--- src/rtl/sev_seg_display_n.sv ---
`default_nettype none
// ============================================================================
// Module      : sev_seg_display_n
// Description : Multi-digit 7-segment controller with serial double-dabble
//               conversion, leading-zero blanking and multiplexed refresh.
// Revision    : 1.0 - initial release
// ============================================================================
module sev_seg_display_n #(
    parameter int NUM_DIGITS     = 4,
    parameter int VALUE_W        = 14,
    parameter int REFRESH_DIV    = 25000,
    parameter bit SEG_ACTIVE_LOW = 1'b1,
    parameter bit AN_ACTIVE_LOW  = 1'b1
) (
    input  logic                  clk,
    input  logic                  rst,
    input  logic [VALUE_W-1:0]    value_in,
    input  logic                  load,
    input  logic                  blank_lz,
    input  logic [NUM_DIGITS-1:0] dp_mask,
    output logic                  busy,
    output logic                  overflow,
    output logic [6:0]            seg,
    output logic                  dp,
    output logic [NUM_DIGITS-1:0] anode
);

    localparam int         BCD_W      = NUM_DIGITS * 4;
    localparam int         CNT_W      = $clog2(VALUE_W + 1);
    localparam int         REF_W      = $clog2(REFRESH_DIV);
    localparam int         IDX_W      = (NUM_DIGITS > 1) ? $clog2(NUM_DIGITS) : 1;
    localparam logic [6:0] GLYPH_DASH = 7'b1000000;

    typedef enum logic [1:0] {
        ST_IDLE   = 2'd0,
        ST_SHIFT  = 2'd1,
        ST_COMMIT = 2'd2
    } state_t;

    state_t                state_q, state_d;
    logic [VALUE_W-1:0]    bin_q, bin_d;
    logic [BCD_W-1:0]      bcd_q, bcd_d, bcd_adj;
    logic [CNT_W-1:0]      cnt_q, cnt_d;
    logic                  ovf_q, ovf_d;
    logic [BCD_W-1:0]      digits_q, digits_d;
    logic                  overflow_q, overflow_d;

    logic [REF_W-1:0]      ref_q, ref_d;
    logic                  tick;
    logic                  act_q, act_d;
    logic [IDX_W-1:0]      sel_q, sel_d;
    logic [NUM_DIGITS-1:0] dark;
    logic [3:0]            cur_digit;
    logic                  cur_dark;
    logic [6:0]            seg_on;
    logic                  dp_on;
    logic [NUM_DIGITS-1:0] an_on;
    logic [6:0]            seg_q;
    logic                  dp_q;
    logic [NUM_DIGITS-1:0] anode_q;

    function automatic logic [6:0] glyph(input logic [3:0] d);
        case (d)
            4'd0:    glyph = 7'b0111111;
            4'd1:    glyph = 7'b0000110;
            4'd2:    glyph = 7'b1011011;
            4'd3:    glyph = 7'b1001111;
            4'd4:    glyph = 7'b1100110;
            4'd5:    glyph = 7'b1101101;
            4'd6:    glyph = 7'b1111101;
            4'd7:    glyph = 7'b0000111;
            4'd8:    glyph = 7'b1111111;
            4'd9:    glyph = 7'b1101111;
            default: glyph = 7'b0000000;
        endcase
    endfunction

    always_comb begin
        bcd_adj = bcd_q;
        for (int i = 0; i < NUM_DIGITS; i++) begin
            if (bcd_q[4*i +: 4] >= 4'd5) begin
                bcd_adj[4*i +: 4] = bcd_q[4*i +: 4] + 4'd3;
            end
        end
    end

    always_comb begin
        state_d    = state_q;
        bin_d      = bin_q;
        bcd_d      = bcd_q;
        cnt_d      = cnt_q;
        ovf_d      = ovf_q;
        digits_d   = digits_q;
        overflow_d = overflow_q;
        case (state_q)
            ST_IDLE: begin
                if (load) begin
                    bin_d   = value_in;
                    bcd_d   = '0;
                    ovf_d   = 1'b0;
                    cnt_d   = CNT_W'(VALUE_W);
                    state_d = ST_SHIFT;
                end
            end
            ST_SHIFT: begin
                // A one leaving the top nibble means the value needs another digit.
                bcd_d = {bcd_adj[BCD_W-2:0], bin_q[VALUE_W-1]};
                bin_d = bin_q << 1;
                ovf_d = ovf_q | bcd_adj[BCD_W-1];
                cnt_d = cnt_q - 1'b1;
                if (cnt_q == CNT_W'(1)) begin
                    state_d = ST_COMMIT;
                end
            end
            ST_COMMIT: begin
                digits_d   = bcd_q;
                overflow_d = ovf_q;
                state_d    = ST_IDLE;
            end
            default: state_d = ST_IDLE;
        endcase
    end

    always_ff @(posedge clk) begin
        if (rst) begin
            state_q    <= ST_IDLE;
            bin_q      <= '0;
            bcd_q      <= '0;
            cnt_q      <= '0;
            ovf_q      <= 1'b0;
            digits_q   <= '0;
            overflow_q <= 1'b0;
        end else begin
            state_q    <= state_d;
            bin_q      <= bin_d;
            bcd_q      <= bcd_d;
            cnt_q      <= cnt_d;
            ovf_q      <= ovf_d;
            digits_q   <= digits_d;
            overflow_q <= overflow_d;
        end
    end

    always_comb begin
        logic upper_zero;
        upper_zero = 1'b1;
        dark       = '0;
        for (int i = NUM_DIGITS - 1; i >= 0; i--) begin
            upper_zero = upper_zero & (digits_q[4*i +: 4] == 4'd0);
            if (i > 0) begin
                dark[i] = blank_lz & ~overflow_q & upper_zero;
            end
        end
    end

    // The first tick only switches the display on; later ticks advance the digit.
    always_comb begin
        tick  = (ref_q == REF_W'(REFRESH_DIV - 1));
        ref_d = tick ? '0 : ref_q + 1'b1;
        act_d = act_q | tick;
        sel_d = sel_q;
        if (tick && act_q) begin
            sel_d = (sel_q == IDX_W'(NUM_DIGITS - 1)) ? '0 : sel_q + 1'b1;
        end
    end

    always_comb begin
        cur_digit = digits_q[4*sel_d +: 4];
        cur_dark  = dark[sel_d];
        seg_on    = 7'b0000000;
        dp_on     = 1'b0;
        an_on     = '0;
        if (act_d) begin
            an_on[sel_d] = 1'b1;
            if (overflow_q) begin
                seg_on = GLYPH_DASH;
            end else if (!cur_dark) begin
                seg_on = glyph(cur_digit);
            end
            dp_on = ~cur_dark & dp_mask[sel_d];
        end
    end

    always_ff @(posedge clk) begin
        if (rst) begin
            ref_q   <= '0;
            act_q   <= 1'b0;
            sel_q   <= '0;
            seg_q   <= {7{SEG_ACTIVE_LOW}};
            dp_q    <= SEG_ACTIVE_LOW;
            anode_q <= {NUM_DIGITS{AN_ACTIVE_LOW}};
        end else begin
            ref_q   <= ref_d;
            act_q   <= act_d;
            sel_q   <= sel_d;
            seg_q   <= seg_on ^ {7{SEG_ACTIVE_LOW}};
            dp_q    <= dp_on ^ SEG_ACTIVE_LOW;
            anode_q <= an_on ^ {NUM_DIGITS{AN_ACTIVE_LOW}};
        end
    end

    assign busy     = (state_q != ST_IDLE);
    assign overflow = overflow_q;
    assign seg      = seg_q;
    assign dp       = dp_q;
    assign anode    = anode_q;

endmodule
`default_nettype wire

--- config.mk ---
export PLATFORM = sky130hd
export DESIGN_NAME = sev_seg_display_n
export DESIGN_NICKNAME = d
export VERILOG_FILES = /design/src/rtl/sev_seg_display_n.sv
export SDC_FILE = /design/constraint.sdc
export NUM_CORES = 1
export LEC_CHECK = 0
export CAP_MARGIN = 40
export CELL_PAD_IN_SITES_DETAIL_PLACEMENT = 0
export CELL_PAD_IN_SITES_GLOBAL_PLACEMENT = 1
export CORE_ASPECT_RATIO = 1.4
export CORE_UTILIZATION = 43
export CTS_CLUSTER_DIAMETER = 100
export DETAILED_ROUTE_END_ITERATION = 16
export GPL_TIMING_DRIVEN = 0
export MAX_ROUTING_LAYER = met4
export PLACE_DENSITY = 0.79
export SETUP_SLACK_MARGIN = 0.1
export SYNTH_ARGS = -nofsm -noshare
export SYNTH_HDL_FRONTEND = slang
export SYNTH_SLANG_ARGS = --single-unit
--- constraint.sdc ---
create_clock -name clk -period 3.35 [get_ports clk]
set_input_delay 0.335 -clock clk [delete_from_list [all_inputs] [get_ports clk]]
set_output_delay 0.335 -clock clk [all_outputs]
set_load 0.01 [all_outputs]
==> results by group, run 1 <==
Outcome
  • Status: complete, no violations

STA
  • RSZ-0062 raised after global routing: no
  • Clock Skew: 0.00856 ns
  • Hold_ws: 0.463 ns
  • Max-slew violation count: 0
  • Setup TNS: 0 ns
  • Rel. slew slack: 58.5%
  • Endpoints failing setup: 0
  • Worst-margin pin slew: 0.622 ns
  • Final WS setup: 0.281 ns
  • Fmax: 0.326 GHz
  • Fin crit share: 91.6%
  • Final Hold Violating Endpoints: 0
  • Tmin final: 3.07 ns

Global route
  • First-pass GRT wire length: 16,200 um
  • Total grt overflow: 0
  • Vias in the first global route: 3,514
  • Initial antenna violation count: 0
  • Largest net degree at the start of global routing: 14
  • Total track usage: 20.7%

Critical path
  • FF-to-FF setup slack: 0.28 ns
  • Reg-to-Reg End: seg[3]
  • Most frequent CP cell: nand2_1
  • WP depth: 10
  • R2R Path Start: ref_q[9]
  • Critical Path Fanout Max: 10
  • Slowest CP cell: or4b_4
  • Cell Chain, Critical Path: or4b_4 -> or4_4 -> nand2_1 -> buf_2 -> nand2_1 -> a32oi_2 -> inv_1 -> ha_1 -> nand2b_1 -> a21o_1
  • CP Data Required Time: 3.58 ns
  • Buf/Inv on CP: 2
  • Kind of end point of the critical path: flop
  • Critical Path Max Stage Delay: 0.59 ns
  • Kind of cell adding the most delay to the critical path: simple AND/OR/NAND/NOR gates
  • Register-to-Register Path Depth: 10
  • Crit path capture: seg[3]
  • CP Class: flop to flop
  • Startpoint type of the worst setup path: flop
  • Worst Setup SP: ref_q[9]
  • CP arrival: 3.30 ns

Place
  • HPWL after DPL: 6860 um
  • GPL Wtd Cong: 0.813
  • Placed standard-cell area: 0.00465 mm2
  • Pre-CTS WS: -0.0525 ns
  • Placed Instances: 665
  • Number of port buffers: 35

Yosys
  • Post-synth cell types: 52
  • Mapped Area: 0.00416 mm2
  • Mapped Cells: 520
  • Post-synth EDFFs: 0
  • Largest area contributor in the netlist: dfxtp_1
  • Top post-synthesis cells by count: dfxtp_1 (84), nor2_1 (72), nand2_1 (63)
  • Top_reg_cell synth: dfxtp_1
  • Most frequent cell after synthesis: dfxtp_1
  • Sequential area share after synthesis: 40.4%
  • Asr flop ratio synth: 0%
  • Yosys top cell area share: 40.4%
  • Syn_nets: 559
  • Seq cells post-synth: 84
  • Synth warn: 0
  • Syn_area_per_cell: 8.00 um2
  • Top cells by area, synth: dfxtp_1 (40%), a21oi_1 (6.9%), nor2_1 (6.5%)

Power and ir drop
  • VDD IR-drop max: 0.264 mV
  • Pwr/cell area: 465 mW/mm2
  • Final Total Pwr: 2.34 mW
  • P_leak: 1.84 nW

Cells and area
  • Area growth syn-to-layout: 21.2%
  • Multi-input combinational cell area: 0.00230 mm2
  • Final Core Density: 53.6%
  • Final std cells w/o fill: 681
  • Seq. cell area: 0.00168 mm2
  • Final instance area: 0.00504 mm2
  • Share of layout cells above drive strength 1: 7.18%
  • Nets: 605
  • Diodes inserted: 0
  • Fill cells: 920

Drt
  • Vias: 3,670
  • Iter 0 DRT Violations: 110
  • ANT nets after route: 0
  • Drt drc: 0
  • Total wire length: 9560 um
  • First-pass iteration count of the detailed router: 4
  • Via-to-Cell Ratio: 5.39
  • Routed len/inst: 14.0 um

Die
  • Total die area: 0.0101 mm2
  • Ports: 36
  • Die width: 85.1 um
  • Die height: 118 um
  • Initial Util: 44.2%
  • Placeable Area: 0.00941 mm2
  • Rows: 42

Worst hold path
  • Worst min path class: flop to flop

Clocking
  • PostCTS Resize Cnt: 2
  • Post-CTS Setup Bufs: 0
  • Clock latency on the worst-skew pair: 0.34 ns
  • CTS sink count: 84
  • H-tree lvl count: 3
  • CTS tree: yes
  • Bufs on Longest Clock Path: 2
  • CTS buffer count: 9
  • Hold-fix buffer count after cts: 0
  • Clk slew on worst S/H paths: 0.06 ns
  • CTS Root Cell: clkbuf_16

Job
  • Max Cap Viol: 0
==> report_power, final <==
group,internal (mW),total (mW),switching [mW]
logic,0.0730,0.168,0.0954
clock network,0.727,1.13,0.400
registers,1.03,1.05,0.0235
==> worst min path at each step <==
stage	end	slack [ns]	depth (start not counted)	startpoint
after global routing	overflow	0.50	2	ovf_q
after detailed placement	overflow	0.45	2	ovf_q
after global placement	overflow	0.45	2	ovf_q
final	overflow	0.46	2	ovf_q
after floorplan	overflow	0.43	2	ovf_q
after CTS	overflow	0.46	2	ovf_q
==> placed cells by master, fill, tap and decap left out, types with 3 or more instances in the layout <==
cell type,count
bufinv_16,3
nor2b_1,12
nand2b_1,10
a211oi_1,4
a21oi_1,57
xnor2_1,10
nand3b_1,3
clkbuf_16,9
nor4_1,4
inv_1,24
mux2i_1,6
nand3_1,12
and3_1,4
nor2_1,72
o21ai_0,20
or3_1,4
a22oi_1,10
a21o_1,6
clkdlybuf4s50_1,35
nand2_1,63
clkbuf_1,27
nor3_1,13
o221a_2,7
xor2_1,9
ha_1,16
a2111oi_0,5
dfxtp_1,84
==> registers in the layout, indices dropped and copies added (netlist names) <==
register	flops
act_q	1
anode	4
bcd_q	16
bin_q	14
cnt_q	4
digits_q	16
dp	1
overflow	1
ovf_q	1
ref_q	15
seg	7
sel_q	2
state_q	2
==> logic make-up after synthesis <==
group                      count (synthesis)  synth area share (%)
xor gates and xnor gates                  19                  4.00
AOI/OAI and AO/OA                        126                  19.5
DFF                                       84                  40.4
adders and majority gates                 17                  5.12
muxes                                      9                  2.32
buffers and inverters                     57                  5.57
and+or+nand+nor                          208                  23.1
==> routing by layer <==
layer  global-route usage [%]  up-vias  wire [um]
li1                         -     1883          -
met1                     22.8     1717       4310
met2                     35.8       53       4850
met3                     3.84       17        209
met4                     9.00        0        191
met5                        -        -          0
==> final cells by class <==
class	instances	share of cell area (%)
plain buffers	32	2.73
clock buffers	11	4.62
clock inverters	5	1.99
inverters	25	1.86
multi-input cells	379	45.7
flip-flops and latches	84	33.4
well taps	110	2.73
repair buffers	35	6.95
==> tightest hold or removal path: stages, from the launching register on <==
cell,delay (ns)
dfxtp_1,0.31
nand2_1,0.05
a21oi_1,0.05
(Power assumes the default switching activity.)
==> inputs of run 2 (changes only) <==
--- a/config.mk
+++ b/config.mk
@@ -10,11 +10,11 @@
 export CELL_PAD_IN_SITES_GLOBAL_PLACEMENT = 1
 export CORE_ASPECT_RATIO = 1.4
 export CORE_UTILIZATION = 43
-export CTS_CLUSTER_DIAMETER = 100
+export CTS_CLUSTER_DIAMETER = 80
 export DETAILED_ROUTE_END_ITERATION = 16
 export GPL_TIMING_DRIVEN = 0
 export MAX_ROUTING_LAYER = met4
-export PLACE_DENSITY = 0.79
+export PLACE_DENSITY_LB_ADDON = 0.08
 export SETUP_SLACK_MARGIN = 0.1
 export SYNTH_ARGS = -nofsm -noshare
 export SYNTH_HDL_FRONTEND = slang
==> run 2 against run 1 <==
Effect of this change:
- utilization down 0.41 points
- combinational power about the same
- clock skew down 0.0047 ns
- via count about the same
- count of clock-buffer cells in the layout up 5
- highest routed layer unchanged
==> results by group, run 2 (synthesis gave the netlist of run 1 again) <==
Clocking
  • Clock latency on the worst-skew pair: 0.33 ns
  • CTS tree: yes
  • Hold-fix buffer count after cts: 0
  • CTS buffer count: 9
  • CTS sink count: 84
  • Clk slew on worst S/H paths: 0.06 ns
  • H-tree lvl count: 3
  • Bufs on Longest Clock Path: 2
  • CTS Root Cell: clkbuf_16

Global route
  • Vias in the first global route: 3,467
  • Total grt overflow: 0
  • Initial antenna violation count: 0
  • Total track usage: 20.8%
  • First-pass GRT wire length: 16,100 um
  • Largest net degree at the start of global routing: 13

Cells and area
  • Seq. cell area: 0.00168 mm2
  • Final std cells w/o fill: 682
  • Diodes inserted: 0
  • Nets: 606
  • Largest regs: bcd_q (16), digits_q (16), ref_q (15)
  • Commonest non-fill, non-tap cell in the layout: dfxtp_1
  • Final instance area: 0.00500 mm2
  • Multi-input combinational cell area: 0.00228 mm2
  • Fill cells: 942
  • Share of layout cells above drive strength 1: 7.69%
  • Most frequent cells in the layout: dfxtp_1 (83), nor2_1 (72), nand2_1 (63), a21oi_1 (57), clkdlybuf4s50_1 (35)
  • Area growth syn-to-layout: 20.2%

Drt
  • Total wire length: 9920 um
  • Routed len/inst: 14.5 um
  • First-pass iteration count of the detailed router: 5
  • Drt drc: 0
  • Via-to-Cell Ratio: 5.38
  • Iter 0 DRT Violations: 136
  • ANT nets after route: 0
  • Vias: 3,667

Critical path
  • CP Class: flop to flop
  • Kind of cell adding the most delay to the critical path: simple AND/OR/NAND/NOR gates
  • CP arrival: 3.32 ns
  • Startpoint type of the worst setup path: flop
  • Cell Chain, Critical Path: ha_2 -> nand4bb_2 -> or4_4 -> mux2i_2 -> buf_6 -> a21oi_1 -> a32oi_2 -> inv_1 -> ha_1 -> nand2b_1 -> a21o_1
  • CP Data Required Time: 3.58 ns
  • Critical Path Fanout Max: 10
  • Slowest CP cell: or4_4
  • Critical Path Max Stage Delay: 0.58 ns
  • Buf/Inv on CP: 2
  • Kind of end point of the critical path: flop

Die
  • Total die area: 0.0101 mm2
  • Ports: 36
  • Die width: 85.1 um
  • Placeable Area: 0.00941 mm2
  • Rows: 42
  • Initial Util: 44.2%
  • Die height: 118 um

STA
  • Setup TNS: 0 ns
  • RSZ-0062 raised after global routing: no
  • Final Hold Violating Endpoints: 0
  • Endpoints failing setup: 0
  • Max-slew violation count: 0
  • Worst-margin pin slew: 0.640 ns
  • Fin crit share: 92.2%
  • Clock Skew: 0.00383 ns
  • Fmax: 0.324 GHz
  • Rel. slew slack: 57.4%
  • Tmin final: 3.09 ns
  • Hold_ws: 0.457 ns

Power and ir drop
  • VDD IR-drop max: 0.264 mV
  • Final Total Pwr: 2.21 mW
  • Pwr/cell area: 442 mW/mm2
  • P_leak: 1.83 nW

Place
  • HPWL after DPL: 7110 um
  • Placed Instances: 665
  • Placed standard-cell area: 0.00465 mm2
  • GPL Wtd Cong: 0.809
  • Number of port buffers: 35

Job
  • Max Cap Viol: 0

Worst hold path
  • Worst min path class: flop to flop

Outcome
  • Status: complete, no violations
[run 2: layer usage]
layer | vias up | part of all wire (%) | track usage (%)
met1 | 1702 | 45 | 24.3
li1 | 1881 | - | -
met5 | - | 0 | -
met2 | 67 | 50 | 35.0
met4 | 0 | 2.2 | 8.69
met3 | 17 | 3.3 | 3.63
[run 2: tightest hold or removal path, cell delays in order, from the launching register on]
cell and delay, ns:
dfxtp_1 0.31, nand2_1 0.05, a21oi_1 0.05
[run 2: through the flow]
stage / setup slack [ns] / util, %
4_1_cts: 0.129 / 52.9
6_report: 0.263 / 53.1
5_1_grt: 0.107 / 53.1
3_5_place_dp: -0.157 / 49.4
3_3_place_gp: -0.0855 / 49.4
2_1_floorplan: 0.417 / -
[run 2: worst paths after layout]
kind	from	end	slack, ns	cells after the start
worst max-delay path	ref_q[1]	seg[3]	0.26	11
worst min-delay path	digits_q[0]	digits_q[0]	0.46	2
worst max register to register	ref_q[1]	seg[3]	0.26	11
worst min register to register	digits_q[0]	digits_q[0]	0.46	2
[run 2: power by group]
part	switching [mW]	total (mW)	internal, mW
combinational	0.0968	0.169	0.0720
sequential	0.0224	1.05	1.03
clock	0.386	0.991	0.605
total	0.505	2.21	1.70
[run 2: what timing repair did]
item                       CTS  global route
buffers inserted             0             1
setup endpoints to repair    7             7
pin swaps                    0             2
gates resized for setup      5             4
[run 2: final cells by class]
type                    count  area share, %
multi-input cells         379           45.7
flip-flops and latches     84           33.7
repair buffers             36           7.16
clock buffers              16           6.03
plain buffers              32           2.80
well taps                 110           2.75
inverters                  25           1.88
